File: src/rtl/wb_mem_ctrl_pkg.sv
// rtl/wb_mem_ctrl_pkg.sv - shared types and address map for the wishbone memory controller
package wb_mem_ctrl_pkg;

  typedef enum logic {ST_IDLE, ST_WAIT_ACK} state_t;
  typedef enum logic [1:0] {SEL_NONE, SEL_ROM, SEL_RAM, SEL_IO} sel_t;

  localparam logic [31:0] MAP_MASK = 32'hffff_8000;
  localparam logic [31:0] ROM_BASE = 32'hb000_0000;
  localparam logic [31:0] RAM_BASE = 32'hb000_8000;

endpackage

File: src/rtl/wb_addr_decode.sv
// rtl/wb_addr_decode.sv - combinational address decode to slave select plus access error
module wb_addr_decode
  import wb_mem_ctrl_pkg::*;
#(
  parameter logic [31:0] IO_BASE = 32'hc000_0000
) (
  input  logic [31:0] i_addr,
  input  logic        i_we,
  output sel_t        o_sel,
  output logic        o_err
);

  always_comb begin
    o_sel = SEL_NONE;
    o_err = 1'b0;
    if ((i_addr & MAP_MASK) == ROM_BASE) begin
      // rom is read-only: a write is an access error, not a strobe
      if (i_we) o_err = 1'b1;
      else      o_sel = SEL_ROM;
    end else if ((i_addr & MAP_MASK) == RAM_BASE) begin
      o_sel = SEL_RAM;
    end else if (i_addr == IO_BASE) begin
      o_sel = SEL_IO;
    end else begin
      o_err = 1'b1;
    end
  end

endmodule

File: src/rtl/wb_mem_ctrl.sv
// rtl/wb_mem_ctrl.sv - single-outstanding wishbone interconnect to rom/ram/io with timeout
module wb_mem_ctrl
  import wb_mem_ctrl_pkg::*;
#(
  parameter int          TIMEOUT = 15,
  parameter logic [31:0] IO_BASE = 32'hc000_0000
) (
  input  logic        clk,
  input  logic        reset,
  input  logic        i_wb_cyc,
  input  logic        i_wb_stb,
  input  logic        i_we,
  input  logic [31:0] i_addr,
  input  logic [31:0] i_data,
  output logic [31:0] o_data,
  output logic        o_wb_stall,
  output logic        o_wb_ack,
  output logic        o_exception,
  output logic [31:0] o_slv_addr,
  output logic [31:0] o_slv_data,
  output logic        o_slv_we,
  output logic        o_rom_stb,
  input  logic        i_rom_stall,
  input  logic        i_rom_ack,
  input  logic [31:0] i_rom_data,
  output logic        o_ram_stb,
  input  logic        i_ram_stall,
  input  logic        i_ram_ack,
  input  logic [31:0] i_ram_data,
  output logic        o_io_stb,
  input  logic        i_io_stall,
  input  logic        i_io_ack,
  input  logic [31:0] i_io_data
);

  localparam int CW = $clog2(TIMEOUT + 1);

  state_t        r_state;
  sel_t          r_sel;
  logic [CW-1:0] r_cnt;
  logic          r_exception;

  sel_t          w_sel;
  logic          w_err;
  logic          w_req;
  logic          w_wait;
  logic          w_sel_stall;
  logic          w_lat_ack;
  logic [31:0]   w_lat_data;
  logic          w_accept;

  wb_addr_decode #(.IO_BASE(IO_BASE)) u_decode (
    .i_addr (i_addr),
    .i_we   (i_we),
    .o_sel  (w_sel),
    .o_err  (w_err)
  );

  // outputs are masked while reset is held so nothing leaks from an abandoned transfer
  assign w_req  = i_wb_cyc & i_wb_stb & (r_state == ST_IDLE) & ~reset;
  assign w_wait = (r_state == ST_WAIT_ACK) & ~reset;

  always_comb begin
    w_sel_stall = 1'b0;
    case (w_sel)
      SEL_ROM: w_sel_stall = i_rom_stall;
      SEL_RAM: w_sel_stall = i_ram_stall;
      SEL_IO:  w_sel_stall = i_io_stall;
      default: w_sel_stall = 1'b0;
    endcase
  end

  always_comb begin
    w_lat_ack  = 1'b0;
    w_lat_data = 32'h0;
    case (r_sel)
      SEL_ROM: begin w_lat_ack = i_rom_ack; w_lat_data = i_rom_data; end
      SEL_RAM: begin w_lat_ack = i_ram_ack; w_lat_data = i_ram_data; end
      SEL_IO:  begin w_lat_ack = i_io_ack;  w_lat_data = i_io_data;  end
      default: begin w_lat_ack = 1'b0;      w_lat_data = 32'h0;      end
    endcase
  end

  assign w_accept = w_req & (w_sel != SEL_NONE) & ~w_sel_stall;

  assign o_rom_stb   = w_req & (w_sel == SEL_ROM);
  assign o_ram_stb   = w_req & (w_sel == SEL_RAM);
  assign o_io_stb    = w_req & (w_sel == SEL_IO);
  assign o_wb_stall  = w_wait | (w_req & w_sel_stall);
  assign o_wb_ack    = w_wait & i_wb_cyc & w_lat_ack;
  assign o_data      = w_wait ? w_lat_data : 32'h0;
  assign o_exception = r_exception;
  assign o_slv_addr  = i_addr;
  assign o_slv_data  = i_data;
  assign o_slv_we    = i_we;

  always_ff @(posedge clk) begin
    if (reset) begin
      r_state     <= ST_IDLE;
      r_sel       <= SEL_NONE;
      r_cnt       <= '0;
      r_exception <= 1'b0;
    end else begin
      r_exception <= 1'b0;
      case (r_state)
        ST_IDLE: begin
          if (w_accept) begin
            r_sel   <= w_sel;
            r_cnt   <= '0;
            r_state <= ST_WAIT_ACK;
          end else if (w_req & w_err) begin
            r_exception <= 1'b1;
          end
        end
        ST_WAIT_ACK: begin
          // abort and ack both take priority over the timeout check
          if (!i_wb_cyc || w_lat_ack) begin
            r_state <= ST_IDLE;
            r_sel   <= SEL_NONE;
          end else begin
            if (r_cnt != CW'(TIMEOUT)) r_cnt <= r_cnt + CW'(1);
            if (r_cnt >= CW'(TIMEOUT - 1)) begin
              r_exception <= 1'b1;
              r_state     <= ST_IDLE;
              r_sel       <= SEL_NONE;
            end
          end
        end
        default: r_state <= ST_IDLE;
      endcase
    end
  end

endmodule
File: config.mk
export PLATFORM = sky130hd
export DESIGN_NAME = wb_mem_ctrl
export DESIGN_NICKNAME = d
export VERILOG_FILES = /design/src/rtl/wb_mem_ctrl_pkg.sv /design/src/rtl/wb_addr_decode.sv /design/src/rtl/wb_mem_ctrl.sv
export SDC_FILE = /design/constraint.sdc
export NUM_CORES = 1
export LEC_CHECK = 0
export CAP_MARGIN = 20
export CORE_AREA = 4 4 104 106
export DETAILED_ROUTE_END_ITERATION = 10
export DIE_AREA = 0 0 108 110
export PLACE_DENSITY = 0.7
export SLEW_MARGIN = 20
export SYNTH_ARGS = -nofsm -noshare
export SYNTH_HDL_FRONTEND = slang
export SYNTH_SLANG_ARGS = --single-unit
File: constraint.sdc
create_clock -name clk -period 5.44 [get_ports clk]
set_input_delay 1.632 -clock clk [delete_from_list [all_inputs] [get_ports clk]]
set_output_delay 1.632 -clock clk [all_outputs]
set_load 0.02 [all_outputs]
# ---- Yosys cells after proc, flatten, opt, wreduce, memory -nomap -nowiden
# Cells that the tools add are included.
dict set report word_totals {
  regBits 8
  inputBits 171
  out_inout_bits 103
  word_cells 71
}
dict set report op_classes {
  addsub 1
  magnitude_cmp 1
  n_eq_ne 14
  muxes 29
  bitwise_logic 17
  reduce_logical 5
}
# operator n
set ops {}
lappend ops {{32-bit case mux with 3 select lines} 1}
lappend ops {{17-bit == test (second input constant)} 2}
lappend ops {{32-bit == test (second input constant)} 1}
lappend ops {{32-bit two-way mux} 1}
lappend ops {{1-bit AND} 13}
lappend ops {{1-bit two-way mux} 12}
lappend ops {{2-bit two-way mux} 6}
lappend ops {{4-bit two-way mux} 3}
lappend ops {{2-bit == test (second input constant)} 4}
lappend ops {{4-bit case mux with 2 select lines} 1}
lappend ops {{1-bit case mux with 3 select lines} 2}
lappend ops {{4-bit by 1-bit adder with 4-bit output (second input constant)} 1}
lappend ops {{2-bit by 1-bit == test with 1-bit output (second input constant)} 2}
lappend ops {{4-bit greater-or-equal comparator (second input constant)} 1}
lappend ops {{2-bit != test (second input constant)} 2}
lappend ops {{4-bit != test (second input constant)} 1}
lappend ops {{1-bit case mux with 2 select lines} 2}
lappend ops {{2-bit case mux with 2 select lines} 1}
lappend ops {{3-bit by 1-bit != test with 1-bit output (second input constant)} 1}
lappend ops {{1-bit NOT} 3}
lappend ops {{3-bit AND reduction} 1}
lappend ops {{2-bit by 1-bit != test with 1-bit output (second input constant)} 1}
lappend ops {{2-bit AND reduction} 1}
lappend ops {{2-bit nonzero test} 1}
lappend ops {{other kinds (3)} 3}

# ---- Depth between registers and ports, before layout
# Gate-level depths: netlist (run 1).
dict set report depth {
  ltp_word 10
  mapped_depth 6
  depth_no_buf 6
}

# ---- Hierarchy
# Synthesis (run 1) repeated with hierarchy kept, for this count alone.
dict set report hier_totals {
  hier_cells 292
  hier_area_um2 1976.9
}
# module n_inst cells_per_inst area_each_um2 seq_area_each_um2
set modules_own_cells {}
lappend modules_own_cells {wb_mem_ctrl 1 273 1829.3 160.2}
lappend modules_own_cells {wb_addr_decode 1 19 147.6 0.0}

# ---- Worst setup path before layout (run 1)
# OpenSTA, ideal clock, no wires.
dict set report synth_timing {
  path_type {input-to-output}
  startpoint {in i_addr[20]}
  endpoint {out o_rom_stb}
  t_arrival_ns 3.199
  required_time_ns 3.808
  path_slack_ns 0.609
  path_stages 4
  path_buffers 0
  path_cell_list {nor4b_2 -> nand2_1 -> or3_1 -> nor4_1}
}
dict set report synth_between {
  elab_chain_cells 6
  elab_cells_between_ends 8
  classes_between {eq/ne: 4; mux: 3; bitwise: 1}
}
# item line
set synth_rtl {}
lappend synth_rtl {{from (decl)} wb_mem_ctrl.sv:13} ;# input logic [31:0] i_addr,
lappend synth_rtl {{32-bit == test} wb_addr_decode.sv:22} ;# end else if (i_addr == IO_BASE) begin
lappend synth_rtl {{2-bit two-way mux} wb_addr_decode.sv:22}
lappend synth_rtl {{2-bit two-way mux} wb_addr_decode.sv:20} ;# end else if ((i_addr & MAP_MASK) == RAM_BASE) begin
lappend synth_rtl {{2-bit two-way mux (*)} wb_addr_decode.sv:16} ;# if ((i_addr & MAP_MASK) == ROM_BASE) begin
lappend synth_rtl {{2-bit by 1-bit == test with 1-bit output (*)} wb_mem_ctrl.sv:86} ;# assign o_rom_stb = w_req & (w_sel == SEL_ROM);
lappend synth_rtl {{1-bit AND (*)} wb_mem_ctrl.sv:86}
lappend synth_rtl {{to (decl)} wb_mem_ctrl.sv:22} ;# output logic o_rom_stb,
# Every way passes the cells marked *; elsewhere a longest branch is shown, timed or not.

# ---- Worst setup path in the final report (run 1)
dict set report layout_timing {
  startpoint {in i_addr[21]}
  endpoint {out o_rom_stb}
}
# The elaborated chain is that of the path after synthesis.

==> out/metrics.cfg, run 1 <==
[worst_setup_path]
rr_worst_depth=5
cp-endpoint=o_rom_stb
cp.required_ns=3.81
cp_data_arrival_time_ns=3.65
cp_cell_sequence=clkdlybuf4s50_1 > or4_1 > or3_1 > nor4_1 > dlygate4sd2_1
r2r_setup_slack_ns=3.12
regToRegEndpoint=r_cnt[3]
critPathMaxStageDelay_ns=0.56
path_delay_family=simple AND/OR/NAND/NOR gates
start_kind=input port
path_class=in -> out
crit_slowest_cell=or4_1
cp.buffers_inverters=2
regToRegStartpoint=r_sel[0]
crit_path_start=i_addr[21]
critPathMaxFanout=3
crit_path_end_kind=output port
path_depth=5

[routing]
vias_per_cell=4.88
vias=2828
drt-wirelength-per-cell_um=17.2
drcViolationCount=0
dr.pass1.iters=5
wirelength_um=9970
ant_nets=0
drt_iter0_drc=192

[global_routing]
antenna_found_initial=0
grt_overflow=0
grt_max_degree=35
grt_pass1_vias=2877
grt_pass1_wl_um=14400
grt_usage_pct=15.2

[synth]
ys_seq_area_share_pct=7.44
async_reset_ff_share_pct=0
synth_area_mm2=0.00215
synthCells=288
postSynthAreaPerCell_um2=7.47
synth_nets=461
ys_types=52
ys.flop_type=dfxtp_1
synth_edf_count=0
ys_ff_latch=8
synth_warnings=0

[clocking]
cts_buffer_depth=2
post-cts-setup-buffers=0
cts_tree=built
clockRootBuffer=clkbuf_8
clk_pin_slew_ns=0.04
cts.sinks=8
ctsHtreeMaxLevel=1
clock_latency_ns=0.24
numCtsBuffers=3

[layout]
final_util_pct=42.2
n_antenna_cell=0
syn_to_final_growth_pct=91.6
final_cell_mix=clkdlybuf4s50_1 (205), nor2_1 (36), a22oi_1 (33)
layout_commonest_cell=clkdlybuf4s50_1
final_nets=622
drive_gt1_share_pct=17.7
nFillCells=1009

[hold_path]
hold_path_class=reg -> reg
min_from=r_cnt[0]
worstHoldPathCells=2

[die]
initial_core_util_pct=22.0
top_level_ports=274
die_w_um=108
dieArea_mm2=0.0119
core_mm2=0.00977
num_rows=36
die_h_um=110

[sta]
fin_crit_ns=5.28
rsz0062_at_grt=no
fin_hold_ws_ns=0.539
relSlewSlack_pct=42.1
finalClockSkew_ns=0.00194
finalMaxSlewViolations=0
hold_viol=0
worst_slew_pin_slew_ns=0.867
finalSetupViolCount=0
fin_crit_sh_pct=97.0
finalSetupTns_ns=0
fmax_ghz=0.189

[place]
dp_hpwl_um=8410
portBuffers=209
gp_congestion=0.864

[pwr]
p_leak_nw=1.39
total_power_mw=0.339
power_density_mw_per_mm2=82.3
ir_drop_uv=60.2

[outcome]
status=completed

[run]
drv_cap=0

how the worst min path moves through the flow:
stage,end,slack [ns]
6_report,r_cnt[0],0.54
5_1_grt,r_cnt[0],0.56
4_1_cts,r_cnt[0],0.54
3_5_place_dp,r_cnt[0],0.53
3_3_place_gp,r_cnt[3],0.51
2_1_floorplan,r_cnt[3],0.49
area by class of cell:
class                   count  area, um2  area share, %
inverters                   4       15.0          0.364
multi-input cells         195       1440           35.0
repair buffers            237       2300           55.7
well taps                 133        166           4.04
clock buffers               3       41.3           1.00
flip-flops and latches      8        160           3.88
Yosys cell counts (all sizes together), types with 2 or more instances:
master	number	area, um2
buf	69	510
nor2	37	139
nand2b	2	12.5
nor3	7	46.3
nand2	10	37.5
o211ai	4	30.0
clkbuf	12	45.0
or4	3	26.3
and3b	2	17.5
ha	2	25.0
a211oi	2	20.0
o31a	2	17.5
a21oi	4	20.0
nor2b	3	18.8
and2	2	12.5
a22oi	33	248
nor4b	2	23.8
o31ai	3	27.5
nand4	3	18.8
nand3	4	20.0
or3	4	30.0
o21ai	3	18.8
nor4	12	87.6
and3	3	18.8
dfxtp	8	160
mux2	33	375
o21bai	3	22.5
inv	4	15.0
logic make-up (layout without fill, tap and decap cells):
logic type	count (synthesis)	after routing	synth area share (%)
simple gates	98	98	25.1
buf+inv	85	244	26.5
compound gates	62	62	22.3
mux	33	33	17.4
flops	8	8	7.44
fa+ha+maj	2	2	1.16
stage by stage:
step	instances	cell area, um2	worst slack [ns]
6_report	580	4120	0.162
5_1_grt	580	4120	0.0327
4_1_cts	580	4120	0.172
3_5_place_dp	577	4070	-0.157
3_3_place_gp	577	4070	-0.139
2_1_floorplan	288	2150	0.609
flip-flops by register name, indices dropped and copies added, names as in the netlist:
name	cells
o_exception	1
r_sel	2
r_state	1
r_cnt	4
worst register-to-register path, stage by stage (launching register included):
cell and delay (ns):
dfxtp_1 0.88, and3b_1 0.29, a2111o_1 0.50, o31ai_1 0.13, a2bb2oi_2 0.26, o21ai_1 0.12
routing by layer:
metal	vias to the layer above	GRT usage [%]	share of wire [%]
met4	0	4.69	1.8
met1	1306	15.5	35
li1	1328	-	-
met3	17	4.95	12
met2	177	29.4	51
met5	-	0	0
report_power, final:
part | switching (mW) | leakage [nW] | internal [mW]
clock | 0.0274 | 0.0216 | 0.0483
sequential | 0.000234 | 0.0645 | 0.0593
combinational | 0.0674 | 1.30 | 0.137
what timing repair did:
item | CTS | global route
endpoints found under the setup margin | 4 | 0
gates resized for setup | 7 | 0
hold buffers | 0 | 0
Power figures use the tool's default switching activity.
==> inputs of run 2 (changes only) <==
--- a/config.mk
+++ b/config.mk
@@ -6,10 +6,11 @@
 export NUM_CORES = 1
 export LEC_CHECK = 0
 export CAP_MARGIN = 20
-export CORE_AREA = 4 4 104 106
+export CORE_ASPECT_RATIO = 0.5
+export CORE_MARGIN = 4
+export CORE_UTILIZATION = 28
 export DETAILED_ROUTE_END_ITERATION = 10
-export DIE_AREA = 0 0 108 110
-export PLACE_DENSITY = 0.7
+export PLACE_DENSITY = 0.87
 export SLEW_MARGIN = 20
 export SYNTH_ARGS = -nofsm -noshare
 export SYNTH_HDL_FRONTEND = slang
==> run 2 against run 1 <==
Hold slack got worse by 0.0046 ns. Global-route usage increased by 2.8 points. Register-to-register slack improved by 0.09 ns. Final cell count decreased by 6.4%. Utilization increased by 13 points. Sequential cell count unchanged. Clock skew increased by 0.00057 ns. Count of clock-buffer cells in the layout unchanged. First-iteration DRC count decreased by 32%. Critical path type unchanged.
==> out/metrics.cfg, run 2 (synthesis gave the netlist of run 1 again) <==
[outcome]
status=completed

[layout]
multiInputGateArea_mm2=0.00145  ; +0.35%
n_antenna_cell=0  ; unchanged
final_cell_mix=clkdlybuf4s50_1 (205), nor2_1 (36), a22oi_1 (33)
nFillCells=669  ; -34%
largest_register_ffs=4  ; unchanged
max_flop_register=r_cnt
drive_gt1_share_pct=17.2  ; -0.45 points
syn_to_final_growth_pct=91.2
final_nets=622  ; unchanged
final-seq-area_um2=160  ; unchanged
layout_commonest_cell=clkdlybuf4s50_1
top_regs=r_cnt: 4 flops, r_sel: 2 flops

[clocking]
cts.sinks=8  ; unchanged
clock_latency_ns=0.23  ; about the same
ctsHtreeMaxLevel=1  ; unchanged
numCtsBuffers=3  ; unchanged
clockRootBuffer=clkbuf_16
clk_pin_slew_ns=0.04  ; about the same
cts_tree=built
cts_buffer_depth=2  ; unchanged
holdBufCountCts=0  ; unchanged
cts_resized=6  ; -1
post-cts-setup-buffers=0  ; unchanged

[routing]
vias=2726  ; -3.6%
wirelength_um=9070  ; -9.0%
dr.pass1.iters=4  ; -1
vias_per_cell=5.02  ; +3.0%
drt_iter0_drc=130  ; -32%
drcViolationCount=0  ; unchanged
ant_nets=0  ; unchanged
drt-wirelength-per-cell_um=16.7  ; -2.7%

[sta]
relSlewSlack_pct=62.2  ; +20 points
finalSetupViolCount=0  ; unchanged
finalClockSkew_ns=0.00250  ; +0.000566 ns
hold_viol=0  ; unchanged
fin_hold_ws_ns=0.534  ; -0.00460 ns
fin_crit_sh_pct=96.6  ; -0.39 points
fin_crit_ns=5.26  ; -0.0211 ns
finalMaxSlewViolations=0  ; unchanged
fmax_ghz=0.190  ; +0.40%
worst_slew_pin_slew_ns=0.563  ; -0.304 ns
setup_slack_ns=0.183  ; +0.0211 ns

[die]
num_rows=22  ; -39%
core_mm2=0.00740  ; -24%
die_w_um=132  ; +22%
dieArea_mm2=0.00924  ; -22%
top_level_ports=274  ; unchanged
die_h_um=70.0  ; -36%
initial_core_util_pct=29.1  ; +7.0 points

[place]
gp_congestion=0.855  ; -1.1%
dp_hpwl_um=7540  ; -10%
post-place-ws_ns=-0.161  ; -0.00391 ns
portBuffers=209  ; unchanged

[hold_path]
hold_path_class=reg -> reg

[worst_setup_path]
path_class=in -> out
critPathMaxFanout=3  ; unchanged
start_kind=input port
r2r_setup_slack_ns=3.21  ; +0.09 ns
cp.required_ns=3.81  ; about the same
cp_data_arrival_time_ns=3.63  ; -0.02 ns
crit_path_end_kind=output port

[global_routing]
grt_usage_pct=18.1  ; +2.8 points
grt_max_degree=40  ; +14%
grt_pass1_wl_um=13900  ; -4.0%
grt_overflow=0  ; unchanged
antenna_found_initial=0  ; unchanged
grt_pass1_vias=2642  ; -8.2%

[run]
drv_cap=0  ; unchanged

[pwr]
ir_drop_uv=85.3  ; +42%
p_leak_nw=1.42  ; +2.1%
power_density_mw_per_mm2=94.4  ; +15%

run 2: layout make-up:
type	instances	area share, %
Tap cell	96	2.92
Inverter	4	0.365
Multi-Input combinational cell	195	35.2
Timing Repair Buffer	237	55.8
Sequential cell	8	3.89
Clock buffer	3	1.82
run 2: worst max-delay path, cell delays in order:
cell	delay (ns)
clkdlybuf4s50_1	0.46
nor4b_4	0.36
buf_4	0.18
nand4_1	0.17
nor4_4	0.27
o21ai_0	0.12
nand2_1	0.09
dlygate4sd2_1	0.34
run 2: path summary, 6_finish.rpt:
| kind | from | endpoint | cells after the start |
|---|---|---|---|
| setup / recovery | i_addr[20] | o_wb_stall | 8 |
| hold / removal | r_cnt[0] | r_cnt[0] | 2 |
| setup reg to reg | r_sel[1] | r_cnt[3] | 5 |
| hold reg to reg | r_cnt[0] | r_cnt[0] | 2 |
run 2: power by group:
part	internal [mW]	switching, mW
Combinational	0.137	0.0660
Clock	0.0949	0.0299
Sequential	0.0594	0.00134
run 2: through the flow:
stage / utilization, % / area [um2] / power (mW) / setup TNS [ns] / cells
6_report: 55.6 / 4120 / 0.388 / 0 / 543
5_1_grt: 55.6 / 4120 / 0.404 / -0.0232 / 543
4_1_cts: 55.5 / 4110 / 0.390 / 0 / 543
3_5_place_dp: 54.3 / 4020 / 0.263 / -0.425 / 540
3_3_place_gp: 54.3 / 4020 / 0.260 / -0.284 / 540
2_1_floorplan: - / 2150 / 0.171 / 0 / 288
run 2: per-layer routing:
| metal | vias up | wire [um] | GRT usage (%) |
|---|---|---|---|
| met2 | 152 | 4480 | 31.4 |
| met1 | 1243 | 3750 | 22.1 |
| met5 | - | 0 | 0 |
| met3 | 12 | 760 | 5.47 |
| li1 | 1319 | - | - |
| met4 | 0 | 85 | 3.73 |
